==> config.mk <==
export PLATFORM = sky130hd
export DESIGN_NAME = fdiv_arb
export DESIGN_NICKNAME = d
export VERILOG_FILES = /design/src/rtl/fdiv_arb.sv
export SDC_FILE = /design/constraint.sdc
export NUM_CORES = 1
export LEC_CHECK = 0
export CAP_MARGIN = 30
export CORE_AREA = 4 4 157 159
export CTS_CLUSTER_SIZE = 8
export DETAILED_ROUTE_END_ITERATION = 7
export DIE_AREA = 0 0 161 163
export GPL_ROUTABILITY_DRIVEN = 0
export PLACE_DENSITY_LB_ADDON = 0.3
export SYNTH_ARGS = -nofsm -noshare
export SYNTH_HDL_FRONTEND = slang
export SYNTH_SLANG_ARGS = --single-unit
==> constraint.sdc <==
create_clock -name clk -period 7.8 [get_ports clk]
set_clock_uncertainty 0.05 [all_clocks]
set_input_delay 1.17 -clock clk [delete_from_list [all_inputs] [get_ports clk]]
set_output_delay 1.17 -clock clk [all_outputs]
set_load 0.05 [all_outputs]
==> src/rtl/fdiv_arb.sv <==
// Round-robin arbiter that time-shares one iterative fp32 divider core.
// Latches operands, pulses core_start, counts latency, returns result.
module fdiv_arb #(
    parameter int NREQ     = 4,
    parameter int IDW      = 2,
    parameter int CORE_LAT = 16
) (
    input  logic               clk,
    input  logic               reset,
    input  logic [NREQ-1:0]    req_valid,
    output logic [NREQ-1:0]    req_ready,
    input  logic [32*NREQ-1:0] req_x,
    input  logic [32*NREQ-1:0] req_y,
    output logic               rsp_valid,
    input  logic               rsp_ready,
    output logic [IDW-1:0]     rsp_id,
    output logic [31:0]        rsp_rslt,
    output logic [4:0]         rsp_flag,
    output logic               core_start,
    output logic [31:0]        core_x,
    output logic [31:0]        core_y,
    input  logic [31:0]        core_rslt,
    input  logic [4:0]         core_flag,
    output logic               busy
);
    localparam int CW = $clog2(CORE_LAT + 1);

    typedef enum logic [1:0] {
        IDLE,
        RUN,
        DONE
    } state_t;

    state_t         state;
    state_t         state_nx;
    logic [CW-1:0]  cnt;
    logic [IDW-1:0] last;
    logic [IDW-1:0] id;
    logic [IDW-1:0] cand;
    logic [IDW-1:0] gidx;
    logic           gnt_any;
    logic           hs;
    logic           lat_hit;
    logic [31:0]    gx;
    logic [31:0]    gy;

    // Search starts just after the last winner and wraps at NREQ.
    always_comb begin
        gnt_any = 1'b0;
        gidx    = last;
        cand    = last;
        for (int k = 0; k < NREQ; k++) begin
            cand = (cand == IDW'(NREQ - 1)) ? '0 : cand + 1'b1;
            if (!gnt_any && req_valid[cand]) begin
                gnt_any = 1'b1;
                gidx    = cand;
            end
        end
    end

    always_comb begin
        gx = '0;
        gy = '0;
        for (int i = 0; i < NREQ; i++) begin
            if (IDW'(i) == gidx) begin
                gx = req_x[i*32 +: 32];
                gy = req_y[i*32 +: 32];
            end
        end
    end

    assign hs        = (state == IDLE) && !reset && gnt_any;
    assign req_ready = hs ? (NREQ'(1) << gidx) : '0;
    assign lat_hit   = (cnt == CW'(CORE_LAT));

    assign core_start = (state == RUN) && (cnt == '0) && !reset;
    assign busy       = (state != IDLE);

    always_ff @(posedge clk) begin
        if (reset) begin
            state <= IDLE;
        end else begin
            state <= state_nx;
        end
    end

    always_comb begin
        state_nx = state;
        unique case (state)
            IDLE: if (hs) state_nx = RUN;
            RUN:  if (lat_hit) state_nx = DONE;
            DONE: if (rsp_ready) state_nx = IDLE;
            default: state_nx = IDLE;
        endcase
    end

    always_ff @(posedge clk) begin
        if (reset) begin
            cnt       <= '0;
            last      <= IDW'(NREQ - 1);
            id        <= '0;
            core_x    <= '0;
            core_y    <= '0;
            rsp_valid <= 1'b0;
            rsp_id    <= '0;
            rsp_rslt  <= '0;
            rsp_flag  <= '0;
        end else begin
            unique case (state)
                IDLE: begin
                    if (hs) begin
                        core_x <= gx;
                        core_y <= gy;
                        id     <= gidx;
                        last   <= gidx;
                        cnt    <= '0;
                    end
                end
                RUN: begin
                    cnt <= cnt + 1'b1;
                    if (lat_hit) begin
                        rsp_valid <= 1'b1;
                        rsp_id    <= id;
                        rsp_rslt  <= core_rslt;
                        rsp_flag  <= core_flag;
                    end
                end
                DONE: begin
                    if (rsp_ready) rsp_valid <= 1'b0;
                end
                default: ;
            endcase
        end
    end
endmodule

==> results.md, run 1 <==
- Antenna Cells: 0
- NetSw: 1.52 mW
- Reported leakage power: between 4 and 5 nW
- Largest vdd supply drop: 0.128 mV
- Cell family contributing the most delay on the critical path: buffers and inverters
- Sequential cell area: 2300 um^2
- Highest fanout seen on the critical path: 55
- Reg2Reg Launch Point: last[0]
- Post-synthesis simple-gate area fraction: approximately 16%
- Wire length of the first global-routing pass: 36700 um
- Power density cells: roughly 330 nW/um^2
- Endpoint type of the worst setup path: output port
- Full die area: 26200 um^2
- Remaining Overflow, GRT: 0
- Routed wire length: 24100 um
- Antenna violations before repair: 0
- Synthesis-to-layout area growth: 81.6%
- Slew at the pin with the worst max-slew slack: 948 ps
- Launching instance or port of the critical path: req_valid[3]
- Fin. max-slew vios: 0
- Number of setup violations in the final report: 0
- Total number of H-tree levels: 4
- Count leader, synth: sky130_fd_sc_hd__mux2i_1
- Switching part of the total: 42.8%
- Worst relative slew slack: between 30% and 40%
- Clock-pin slew of the registers on the worst-case setup and hold paths: about 60 ps
- Relative contribution of sequential cells to total power: 23.2%
- Number of inserted filler cells in the final layout: 2294
- Syn nets: 958
- Sum of negative setup slack: 0 ps
- Post-CTS Setup Bufs: 0
- Count of routing violations after the opening detailed-route iteration: between 300 and 400
- Clock root buffer: sky130_fd_sc_hd__clkbuf_16
- Power share of the clock group: 22.2%
- Share of power burned in combinational logic: 54.6%
- Compound-Gate Fraction of Synth Area: 15.6%
- Vias: 6308
- Multiplexer area fraction after synthesis: 23.2%
- Grt met3 use: 6.61%
- Initial core utilization: between 20% and 30%
- Internal power: 2.03 mW
- Number of synthesized flops with an enable pin: 0
- Post-cts hold buffer count: 0
- Fraction of layout cells with a size suffix above 1: 5.43%
- Area contributors post-synth: sky130_fd_sc_hd__dfxtp_1 38%, sky130_fd_sc_hd__mux2i_1 22%, sky130_fd_sc_hd__o221ai_1 9.4%
- Nets@finish: 1339
- RSZ-0062 raised after global routing: no
- Worst skew pair latency: 410 ps
- Synth Cell Area: around 6000 um^2
- Count of buffers from port buffering: approximately 410
- Worst Min Path Start: rsp_rslt[30]
- Largest buffer count on any clock path: 2
- Yosys synthesis warning count: 0
- Type of the setup path with the least slack: input pin to output port
- Overall fraction of global-route tracks in use: between 10% and 20%
- CP cell instances: clkdlybuf4s50_1 > mux2_4 > a221o_1 > mux2i_4 > buf_4 > nand2_2 > buf_4 > nor2_1 > clkdlybuf4s50_1
- Top Ports: 410
- Period minus WS final: a little under 6000 ps
- Resized cells post-CTS: 0
- Via density per instance: 4.61
- Highest cell delay on the worst timing path: around 810 ps
- Number of iterations in the first detailed-routing pass: 4
- Met1 track demand over resource: 21.2%
- Max Clock Freq: 170 MHz
- Outcome: finished clean
- Most used flip-flop cell after synthesis: sky130_fd_sc_hd__dfxtp_1
- Launching element type of the critical path: input pin
- Worst path bufs/invs: 4
- Largest net degree at the start of global routing: 56
- Total number of clock tree sinks: 115
- Number of remaining DRC errors: 0
- Mean area per synthesized cell: 9.13 um^2
- Cell variety after synth: 42
- Portion of synthesized cell area occupied by the leading cell type: 38.5%
- Commonest cells in the netlist: 134 x sky130_fd_sc_hd__mux2i_1, 126 x sky130_fd_sc_hd__nand2_1, 115 x sky130_fd_sc_hd__dfxtp_1, 64 x sky130_fd_sc_hd__o221ai_1, 48 x sky130_fd_sc_hd__a21oi_1
- CTS tree: built
- Cell type with the largest total area after synthesis: sky130_fd_sc_hd__dfxtp_1
- Met2 demand-to-capacity share in global routing: 30.0%
- Cells on worst reg2reg path: 9
- Total placed instance area: 10200 um^2
- Number of clock buffers inserted by TritonCTS: 17
- Core Box Area: approximately 23000 um^2
- Post-detail-place hpwl: approximately 18000 um
- Number of storage elements in the synthesis netlist: 115
- Share of synthesized cell area in full adder, half adder and majority cells: 0.627%
- Layer with the highest usage: met2
- Critical Path AT: between 4000 and 5000 ps
- Vias in the first global route: 6379
- Post-layout total power: 3.55 mW
- Hold Path Depth: 2
- Combinational family with the most area after synthesis: multiplexers
- Async SR Flop Fraction: 0%
- Xor/xnor cell area share of the yosys netlist: less than 1%
- Flop-to-flop setup slack: between 3000 and 4000 ps
- Endpoint of the worst hold-timing path: rsp_rslt[30]
- Share of the clock period used by the worst path: 75.5%
- Detail-routed net length per standard cell: 17.6 um
- Sequential fraction of the synthesis area: approximately two fifths
- Die span in x: approximately 160 um
- Multi-input combinational cell area: 3340 um^2
- Standard cell with the maximum stage delay on the critical path: sky130_fd_sc_hd__clkdlybuf4s50_1
- Count of antenna-violating nets left after detailed routing: 0
- Cell row count: 56
- Gate count of the mapped netlist: approximately 660
- Path class of the lowest-slack min-delay path: flip-flop to flip-flop
- Post-route cell area: ~11000 um^2
- Number of violations of the max-capacitance limit: 0
- Critical R2R Capture: core_y[11]
- Die Span Y: between 150 and 200 um
- Data required time of the critical path: between 6000 and 7000 ps
- Hold Vio Cnt, Final: 0
[layer usage]
metal | up-vias | wire [um]
li1 | 3162 | -
met1 | 2894 | 9840
met3 | 20 | 1930
met4 | 0 | 393
met2 | 232 | 12000
met5 | - | 0
[sequential cells by signal, indices dropped and copies added (netlist names), 5 cells and up]
| name | count |
|---|---|
| core_y | 32 |
| cnt | 5 |
| rsp_rslt | 32 |
| core_x | 32 |
| rsp_flag | 5 |
[layout make-up]
cell class,count,area share (%)
Sequential cell,115,21.2
Clock buffer,19,4.17
Multi-Input combinational cell,478,30.8
Clock inverter,13,1.37
Timing Repair Buffer,421,38.7
Tap cell,319,3.67
Inverter,3,0.104
[worst min-delay path, stage by stage, from the launching register on]
cell                      delay, ps
sky130_fd_sc_hd__dfxtp_1        310
sky130_fd_sc_hd__nand2_1         50
sky130_fd_sc_hd__a21oi_1         50
[kinds of logic (layout without fill, tap and decap cells)]
| family | count (synthesis) | count (layout) |
|---|---|---|
| buffers and inverters | 62 | 456 |
| AOI/OAI and AO/OA | 131 | 131 |
| muxes | 138 | 138 |
| DFF | 115 | 115 |
| and+or+nand+nor | 204 | 204 |
| adders and majority gates | 3 | 3 |
| xor gates and xnor gates | 2 | 2 |
[worst max path at each step]
stage	to	slack [ps]	depth (start not counted)
finish	req_ready[2]	1910	9
global route	req_ready[2]	1670	10
CTS	req_ready[2]	1860	9
detailed placement	req_ready[2]	1860	9
global placement	req_ready[2]	1900	9
floorplan	req_ready[3]	3380	9
[through the flow]
step                      instances  setup slack (ps)  util, %  hold WS, ps
after global routing           1368              1670     46.7          423
after detailed placement       1335              1860     44.0          395
after global placement         1334              1900     43.9          390
after floorplan                 655              3380        -          382
after CTS                      1367              1860     46.6          404
final                          1368              1910     46.7          403
[power groups by stage]
stage               registers [mW]  logic (mW)  clock network, mW
floorplan                     1.31       0.915                  0
global placement             0.832        1.94                  0
detailed placement           0.835        1.95                  0
CTS                          0.825        1.96              0.820
global route                 0.844        2.06              0.849
finish                       0.824        1.94              0.789
[layout by cell type, fill, tap and decap left out, types with 3 or more instances in the layout]
cell type and n:
sky130_fd_sc_hd__clkdlybuf4s50_1 408, sky130_fd_sc_hd__ha_1 3, sky130_fd_sc_hd__mux2_2 3, sky130_fd_sc_hd__nand2b_1 4, sky130_fd_sc_hd__o221ai_1 64, sky130_fd_sc_hd__clkinv_4 6
sky130_fd_sc_hd__buf_4 10, sky130_fd_sc_hd__nand3b_1 28, sky130_fd_sc_hd__a31oi_1 3, sky130_fd_sc_hd__a21oi_1 48, sky130_fd_sc_hd__mux2i_1 133, sky130_fd_sc_hd__nor2_1 26
sky130_fd_sc_hd__dfxtp_1 115, sky130_fd_sc_hd__inv_6 3, sky130_fd_sc_hd__nand3_1 4, sky130_fd_sc_hd__clkbuf_16 17, sky130_fd_sc_hd__inv_1 3, sky130_fd_sc_hd__nand2_1 126
sky130_fd_sc_hd__o21ai_0 5
(Power assumes the default switching activity.)
==> inputs of run 2 (changes only) <==
Clock period 7.8 ns to 6.1 ns, I/O delays scaled along.
==> run 2 against run 1 <==
  * Clock power increased by 37%
  * Setup slack got worse by 1200 ps
  * Sequential share of layout area about the same
  * Die area unchanged
  * Design area about the same
  * Count of clock-buffer cells in the layout decreased by 2
  * Sequential power increased by 27%
  * Combinational power increased by 28%
  * Critical path depth decreased by 1
  * Flip-flop and latch count unchanged
  * First-iteration DRC count increased by 9.4%
  * Register-to-register slack got worse by 1900 ps
==> results.md, run 2 (synthesis gave the netlist of run 1 again) <==
- Outcome: finished clean
- Total number of H-tree levels: 4
- Worst-case setup margin in the final layout: 695 ps
- Count of antenna-violating nets left after detailed routing: 0
- Count of routing violations after the opening detailed-route iteration: around 340
- Total placed instance area: 10200 um^2
- Worst hold margin: about 400 ps
- Met1 track demand over resource: 21.1%
- Leading registers by flop count: core_x (32), core_y (32), rsp_rslt (32)
- Number of iterations in the first detailed-routing pass: 7
- Total number of clock tree sinks: 115
- Number of remaining DRC errors: 0
- Antenna violations before repair: 0
- Post-layout total power: around 4.6 mW
- Nets@finish: 1338
- Period minus WS final: 5400 ps
- Launching element type of the critical path: flip-flop
- Largest net degree at the start of global routing: between 70 and 80
- Synthesis-to-layout area growth: 81.6%
- Die span in x: roughly 160 um
- Post-cts hold buffer count: 0
- Worst setup slack before clock tree synthesis: just under 1000 ps
- Wire length of the first global-routing pass: 36600 um
- Worst Min Path Start: rsp_rslt[24]
- Cell row count: 56
- Slew at the pin with the worst max-slew slack: between 900 and 1000 ps
- Remaining Overflow, GRT: 0
- Clock root buffer: sky130_fd_sc_hd__clkbuf_16
- Highest-count cells in the layout ignoring fill and taps: 408 x sky130_fd_sc_hd__clkdlybuf4s50_1, 133 x sky130_fd_sc_hd__mux2i_1, 126 x sky130_fd_sc_hd__nand2_1
- Top Ports: 410
- Initial core utilization: approximately 26%
- Grt met3 use: 5.95%
- CTS tree: built
- Worst skew pair latency: 410 ps
- Final Util: 46.7%
- RSZ-0062 raised after global routing: no
- Max Clock Freq: 185 MHz
- Most common cell after layout, fill and taps aside: sky130_fd_sc_hd__clkdlybuf4s50_1
- Number of clock buffers inserted by TritonCTS: 17
- Die Span Y: 163 um
- Fin. max-slew vios: 0
- Number of inserted filler cells in the final layout: between 2000 and 2500
- Data required time of the critical path: 5130 ps
- Power density cells: 425 nW/um^2
- Worst relative slew slack: a little under two fifths
- Count of buffers from port buffering: approximately 400
- Detail-routed net length per standard cell: 18.0 um
- DP Cell Count: 1335
- Post-detail-place hpwl: approximately 18000 um
- Core Box Area: approximately 23000 um^2
- Share of the clock period used by the worst path: 88.6%
- Post-CTS Setup Bufs: 0
- Highest fanout seen on the critical path: 55
- Fraction of layout cells with a size suffix above 1: 5.25%
- Post-route cell area: roughly 11000 um^2
- Hold Vio Cnt, Final: 0
- Vias in the first global route: 6351
- Non-filler instance count after layout: 1367
- Layer with the highest usage: met2
- Reported leakage power: about 4.3 nW
- Launching instance or port of the critical path: last[0]
- Full die area: 26200 um^2
- Via density per instance: 4.64
- Overall fraction of global-route tracks in use: 17.7%
- Number of setup violations in the final report: 0
- Met2 demand-to-capacity share in global routing: 30.4%
- Resized cells post-CTS: 0
- Endpoint type of the worst setup path: output port
- Number of violations of the max-capacitance limit: 0
- Sum of negative setup slack: 0 ps
- Critical Path AT: 4440 ps
- Type of the setup path with the least slack: flip-flop to output port
- Largest vdd supply drop: about 0.22 mV
- Clock-pin slew of the registers on the worst-case setup and hold paths: 60 ps
- Routed wire length: 24600 um
- Vias: roughly 6300
- Path class of the lowest-slack min-delay path: flip-flop to flip-flop
- Reg2Reg Launch Point: last[0]
- Largest buffer count on any clock path: 2
run 2: cell type report:
type / instances / area (um^2) / area share, %
clock inverter: 14 / 203 / 1.87
antenna: 1 / 2.50 / 0.0230
timing repair buffer: 420 / 4180 / 38.5
clock buffer: 17 / 425 / 3.92
multi-input combinational: 478 / 3340 / 30.8
tap: 319 / 399 / 3.67
sequential: 115 / 2300 / 21.2
inverter: 3 / 11.3 / 0.104
run 2: critical path, stage by stage, from the launching register on:
cell and delay (ps):
sky130_fd_sc_hd__dfxtp_1 660, sky130_fd_sc_hd__ha_1 640, sky130_fd_sc_hd__mux2i_1 340, sky130_fd_sc_hd__mux2i_1 160
sky130_fd_sc_hd__nand2b_1 170, sky130_fd_sc_hd__mux2i_4 240, sky130_fd_sc_hd__buf_4 700, sky130_fd_sc_hd__and3_1 260
sky130_fd_sc_hd__clkdlybuf4s50_1 810
run 2: report_power, final:
group / internal, mW / switching [mW] / total [mW]
combinational: 1.02 / 1.47 / 2.49
clock: 0.688 / 0.390 / 1.08
sequential: 0.943 / 0.106 / 1.05
total: 2.66 / 1.97 / 4.62
run 2: worst paths after layout:
path / slack (ps) / end / cells past startpoint
max: 700 / req_ready[0] / 8
min: 400 / rsp_rslt[24] / 2
max reg2reg: 1920 / core_x[11] / 9
min reg2reg: 400 / rsp_rslt[24] / 2
run 2: routing by layer:
metal  share of wire, %  vias to the layer above
li1                   -                     3155
met1                 41                     2936
met2                 50                      230
met3                7.4                       21
met4                1.5                        0
met5                  0                        -
==> inputs of run 3 (changes only) <==
Settings changed: GPL_ROUTABILITY_DRIVEN 0 to not set.
==> results of run 3 <==
The final DEF is identical to that of run 2; final timing and power are the same.
==> patch 1: new RTL, config.mk and constraints of run 1 <==
Change the parameter `CORE_LAT` from 16 to 8.
--- a/src/rtl/fdiv_arb.sv
+++ b/src/rtl/fdiv_arb.sv
@@ -3,7 +3,7 @@
 module fdiv_arb #(
     parameter int NREQ     = 4,
     parameter int IDW      = 2,
-    parameter int CORE_LAT = 16
+    parameter int CORE_LAT = 8
 ) (
     input  logic               clk,
     input  logic               reset,
Behaviour: no difference found for any inputs over 4 cycles, from zero or initial values and one cycle with reset high; that may be too few to reach the edited logic, so the function may still have changed.
==> patch 1 against run 1 <==
- sequential share of layout area is 0.59 points lower
- power down 12%
- synthesized area rose by 2.8%
- highest routed layer is now met5
- core utilization rose by 0.93 points
- die area unchanged
- count of clock-buffer cells in the layout decreased by 2
- setup slack better by 0.20 ns
- register-to-register slack gained 0.30 ns
- wire length is 23% higher
- critical endpoint is now req_ready[1]
- global-route usage rose by 3.7 points
- sequential cell count fell by 1
- final area rose by 2.0%
- sequential power shrank 6.9%
==> patch 1: results (changes against run 1) <==
[metrics] sequential power share: 24.4% (was 23.2%)
[metrics] vias per cell: 5.22 (was 4.61)
[metrics] post-detailed-placement cell area: 10500 µm² (was 10200 µm²)
[metrics] Worst VDD drop: 0.147 mV (was 0.128 mV)
[metrics] Overall Global Routing Usage: 21.5% (was 17.7%)
[metrics] number of nets in the synthesized netlist: 1075 (was 958)
[metrics] first-pass GRT wire length: 44200 µm (was 36700 µm)
[metrics] Lkg Pwr: 3.83 nW (was 4.26 nW)
[metrics] wire length per cell after detailed routing: 20.3 µm (was 17.6 µm)
[metrics] non-filler instance count after layout: 1465 (was 1368)
[metrics] GR met2 Demand/Resource: 37.2% (was 30.0%)
[metrics] share of cells above drive strength 1: 5.85% (was 5.43%)
[metrics] Clock power frac: 25.2% (was 22.2%)
[metrics] data arrival time at the worst-slack endpoint: 4.47 ns (was 4.67 ns)
[metrics] instance count of the mapped netlist: 772 (was 655)
[metrics] Worst Setup Slack post-DPL: 2.14 ns (was 1.86 ns)
[metrics] met1 Track Usage GR: 24.6% (was 21.2%)
[metrics] leading post-synthesis cells by cell area: sky130_fd_sc_hd__dfxtp_1, sky130_fd_sc_hd__o21ai_0, sky130_fd_sc_hd__a221o_1 (was sky130_fd_sc_hd__dfxtp_1, sky130_fd_sc_hd__mux2i_1, sky130_fd_sc_hd__o221ai_1)
[metrics] Compound-Gate Fraction of Synth Area: 31.1% (was 15.6%)
[metrics] status: completed (unchanged)
[metrics] maximum fanout encountered on the critical timing path: 34 (was 55)
[metrics] sequential-to-total area share from yosys stat: 37.1% (was 38.5%)
[metrics] number of distinct standard cells referenced by the synthesized netlist: 49 (was 42)
[metrics] power per unit of standard cell area: 284 nW/µm² (was 327 nW/µm²)
[metrics] multiplexer share of the synthesized area: 2.44% (was 23.2%)
[metrics] first-iteration detailed-routing DRC count: 421 (was 309)
[metrics] Switching Power: 1.40 mW (was 1.52 mW)
patch 1: worst paths after layout:
| check | cells past startpoint | slack [ns] | to | from |
|---|---|---|---|---|
| worst max register to register | 9 | 4.12 | core_y[14] | last[0] |
| worst min-delay path | 2 | 0.40 | rsp_rslt[10] | rsp_rslt[10] |
| worst min register to register | 2 | 0.40 | rsp_rslt[10] | rsp_rslt[10] |
| worst max-delay path | 8 | 2.11 | req_ready[1] | req_valid[3] |
patch 1: final cells by class:
cell class	instances	area, µm²	share of cell area [%]
flip-flops and latches	114	2280	20.6
clock buffers	17	425	3.84
diodes	1	2.50	0.0226
repair buffers	427	4280	38.6
well taps	319	399	3.60
clock inverters	15	158	1.42
multi-input cells	568	3520	31.8
inverters	4	15.0	0.136
patch 1: metal layers:
layer  vias up  share of wire (%)
met4         2                2.9
met3        45                8.3
met5         -              0.064
li1       3659                  -
met2       306                 49
met1      3632                 39
==> patch 2: new RTL, config.mk and constraints of run 1 <==
Without the edit above. The 3 states of `state_t` get a one-hot encoding in 3 bits.
--- a/src/rtl/fdiv_arb.sv
+++ b/src/rtl/fdiv_arb.sv
@@ -25,10 +25,10 @@
 );
     localparam int CW = $clog2(CORE_LAT + 1);
 
-    typedef enum logic [1:0] {
-        IDLE,
-        RUN,
-        DONE
+    typedef enum logic [2:0] {
+        IDLE = 3'b001,
+        RUN  = 3'b010,
+        DONE = 3'b100
     } state_t;
 
     state_t         state;
Behaviour: no difference found for any inputs over 4 cycles, from zero or initial values and one cycle with reset high; so few cycles prove little.
==> patch 2 against run 1 <==
- setup slack improved by 0.19 ns
- die area stayed put
- sequential share of layout area increased by 0.094 points
- power rose by 22%
- first-iteration DRC count rose by 17%
- via count rose by 4.5%
- synthesized area up 0.94%
- final area is 0.43% higher
- clock power rose by 2.9%
- sequential cell count grew 1
- wire length is 7.7% higher
==> patch 2: results (changes against run 1) <==
[metrics] number of global-route vias before repair: 6506 (was 6379)
[metrics] cell type with the largest total area after synthesis: sky130_fd_sc_hd__dfxtp_1 (unchanged)
[metrics] maximum fanout encountered on the critical timing path: 26 (was 55)
[metrics] non-filler instance count after layout: 1383 (was 1368)
[metrics] depth of the most critical reg-to-reg path: 10 (was 9)
[metrics] vias per cell: 4.77 (was 4.61)
[metrics] Worst Setup Slack post-DPL: 2.10 ns (was 1.86 ns)
[metrics] beginning of the critical path: req_valid[1] (was req_valid[3])
[metrics] Lkg Pwr: 4.12 nW (was 4.26 nW)
[metrics] status: completed (unchanged)
[metrics] initial antenna violation count: 3 (was 0)
[metrics] wirelength, routed: 26000 µm (was 24100 µm)
[metrics] Worst VDD drop: 0.229 mV (was 0.128 mV)
[metrics] last element of the critical path: req_ready[1] (was req_ready[2])
[metrics] largest net degree at the start of global routing: 52 (was 56)
[metrics] HPWL Detailed: 19800 µm (was 18200 µm)
[metrics] leading post-synthesis cells by cell area: sky130_fd_sc_hd__dfxtp_1, sky130_fd_sc_hd__mux2i_1, sky130_fd_sc_hd__nand2_1 (was sky130_fd_sc_hd__dfxtp_1, sky130_fd_sc_hd__mux2i_1, sky130_fd_sc_hd__o221ai_1)
[metrics] mean instance size in the synthesized netlist: 8.97 µm² (was 9.13 µm²)
[metrics] Worst path max stage delay: 0.85 ns (was 0.81 ns)
[metrics] Overall Global Routing Usage: 18.8% (was 17.7%)
[metrics] placed cells: 1348 (was 1335)
[metrics] sequential-to-total area share from yosys stat: 38.5% (about the same)
[metrics] leading post-synthesis cells by instance count: sky130_fd_sc_hd__nand2_1, sky130_fd_sc_hd__dfxtp_1, sky130_fd_sc_hd__mux2i_1 (was sky130_fd_sc_hd__mux2i_1, sky130_fd_sc_hd__nand2_1, sky130_fd_sc_hd__dfxtp_1)
[metrics] number of nets in the synthesized netlist: 976 (was 958)
[metrics] data arrival time at the worst-slack endpoint: 4.48 ns (was 4.67 ns)
[metrics] Min-Delay Startpoint: rsp_rslt[10] (was rsp_rslt[30])
[metrics] setup slack on the worst flop-to-flop path: 3.21 ns (was 3.82 ns)
[metrics] final worst path period share: 73.0% (was 75.5%)
[metrics] number of distinct standard cells referenced by the synthesized netlist: 54 (was 42)
[metrics] share of cells above drive strength 1: 6.50% (was 5.43%)
[metrics] first-pass GRT wire length: 38500 µm (was 36700 µm)
[metrics] post-detailed-placement cell area: 10300 µm² (was 10200 µm²)
[metrics] first-iteration detailed-routing DRC count: 361 (was 309)
[metrics] Worst R2R End: core_x[1] (was core_y[11])
==> patch 2: worst min path at each step <==
stage / to / slack [ns]
2_1_floorplan: rsp_id[0] / 0.38
3_3_place_gp: rsp_rslt[8] / 0.39
3_5_place_dp: rsp_rslt[8] / 0.40
4_1_cts: rsp_rslt[8] / 0.40
5_1_grt: rsp_rslt[2] / 0.42
6_report: rsp_rslt[10] / 0.40
==> patch 2: report_power, final <==
part	switching [mW]	internal, mW	leakage [nW]
Sequential	0.0948	0.768	0.948
Combinational	1.60	1.05	2.88
Clock	0.306	0.506	0.287
Total	2.00	2.32	4.12
==> patch 2: metal layers <==
| metal | share of wire, % | wire [µm] | vias to the layer above | GRT usage, % |
|---|---|---|---|---|
| met5 | 0 | 0 | - | 0 |
| met4 | 2.3 | 592 | 0 | 6.40 |
| met3 | 9.4 | 2440 | 32 | 7.77 |
| met2 | 48 | 12600 | 291 | 31.5 |
| met1 | 40 | 10400 | 3045 | 21.8 |
| li1 | - | - | 3224 | - |
==> patch 2: layout make-up <==
class | instances | area (µm²)
tap | 319 | 399
clock inverter | 14 | 179
timing repair buffer | 420 | 4200
fill | 2258 | 12400
sequential | 116 | 2320
antenna | 3 | 7.51
inverter | 6 | 22.5
multi-input combinational | 487 | 3350
clock buffer | 18 | 429
==> patch 2: cell families after synthesis <==
group	count (synthesis)	share of synthesized area (%)
fa+ha+maj	3	0.622
simple gates	215	15.9
mux	103	17.3
xor+xnor	4	0.891
compound gates	162	20.4
flops	116	38.5
buf+inv	70	6.40
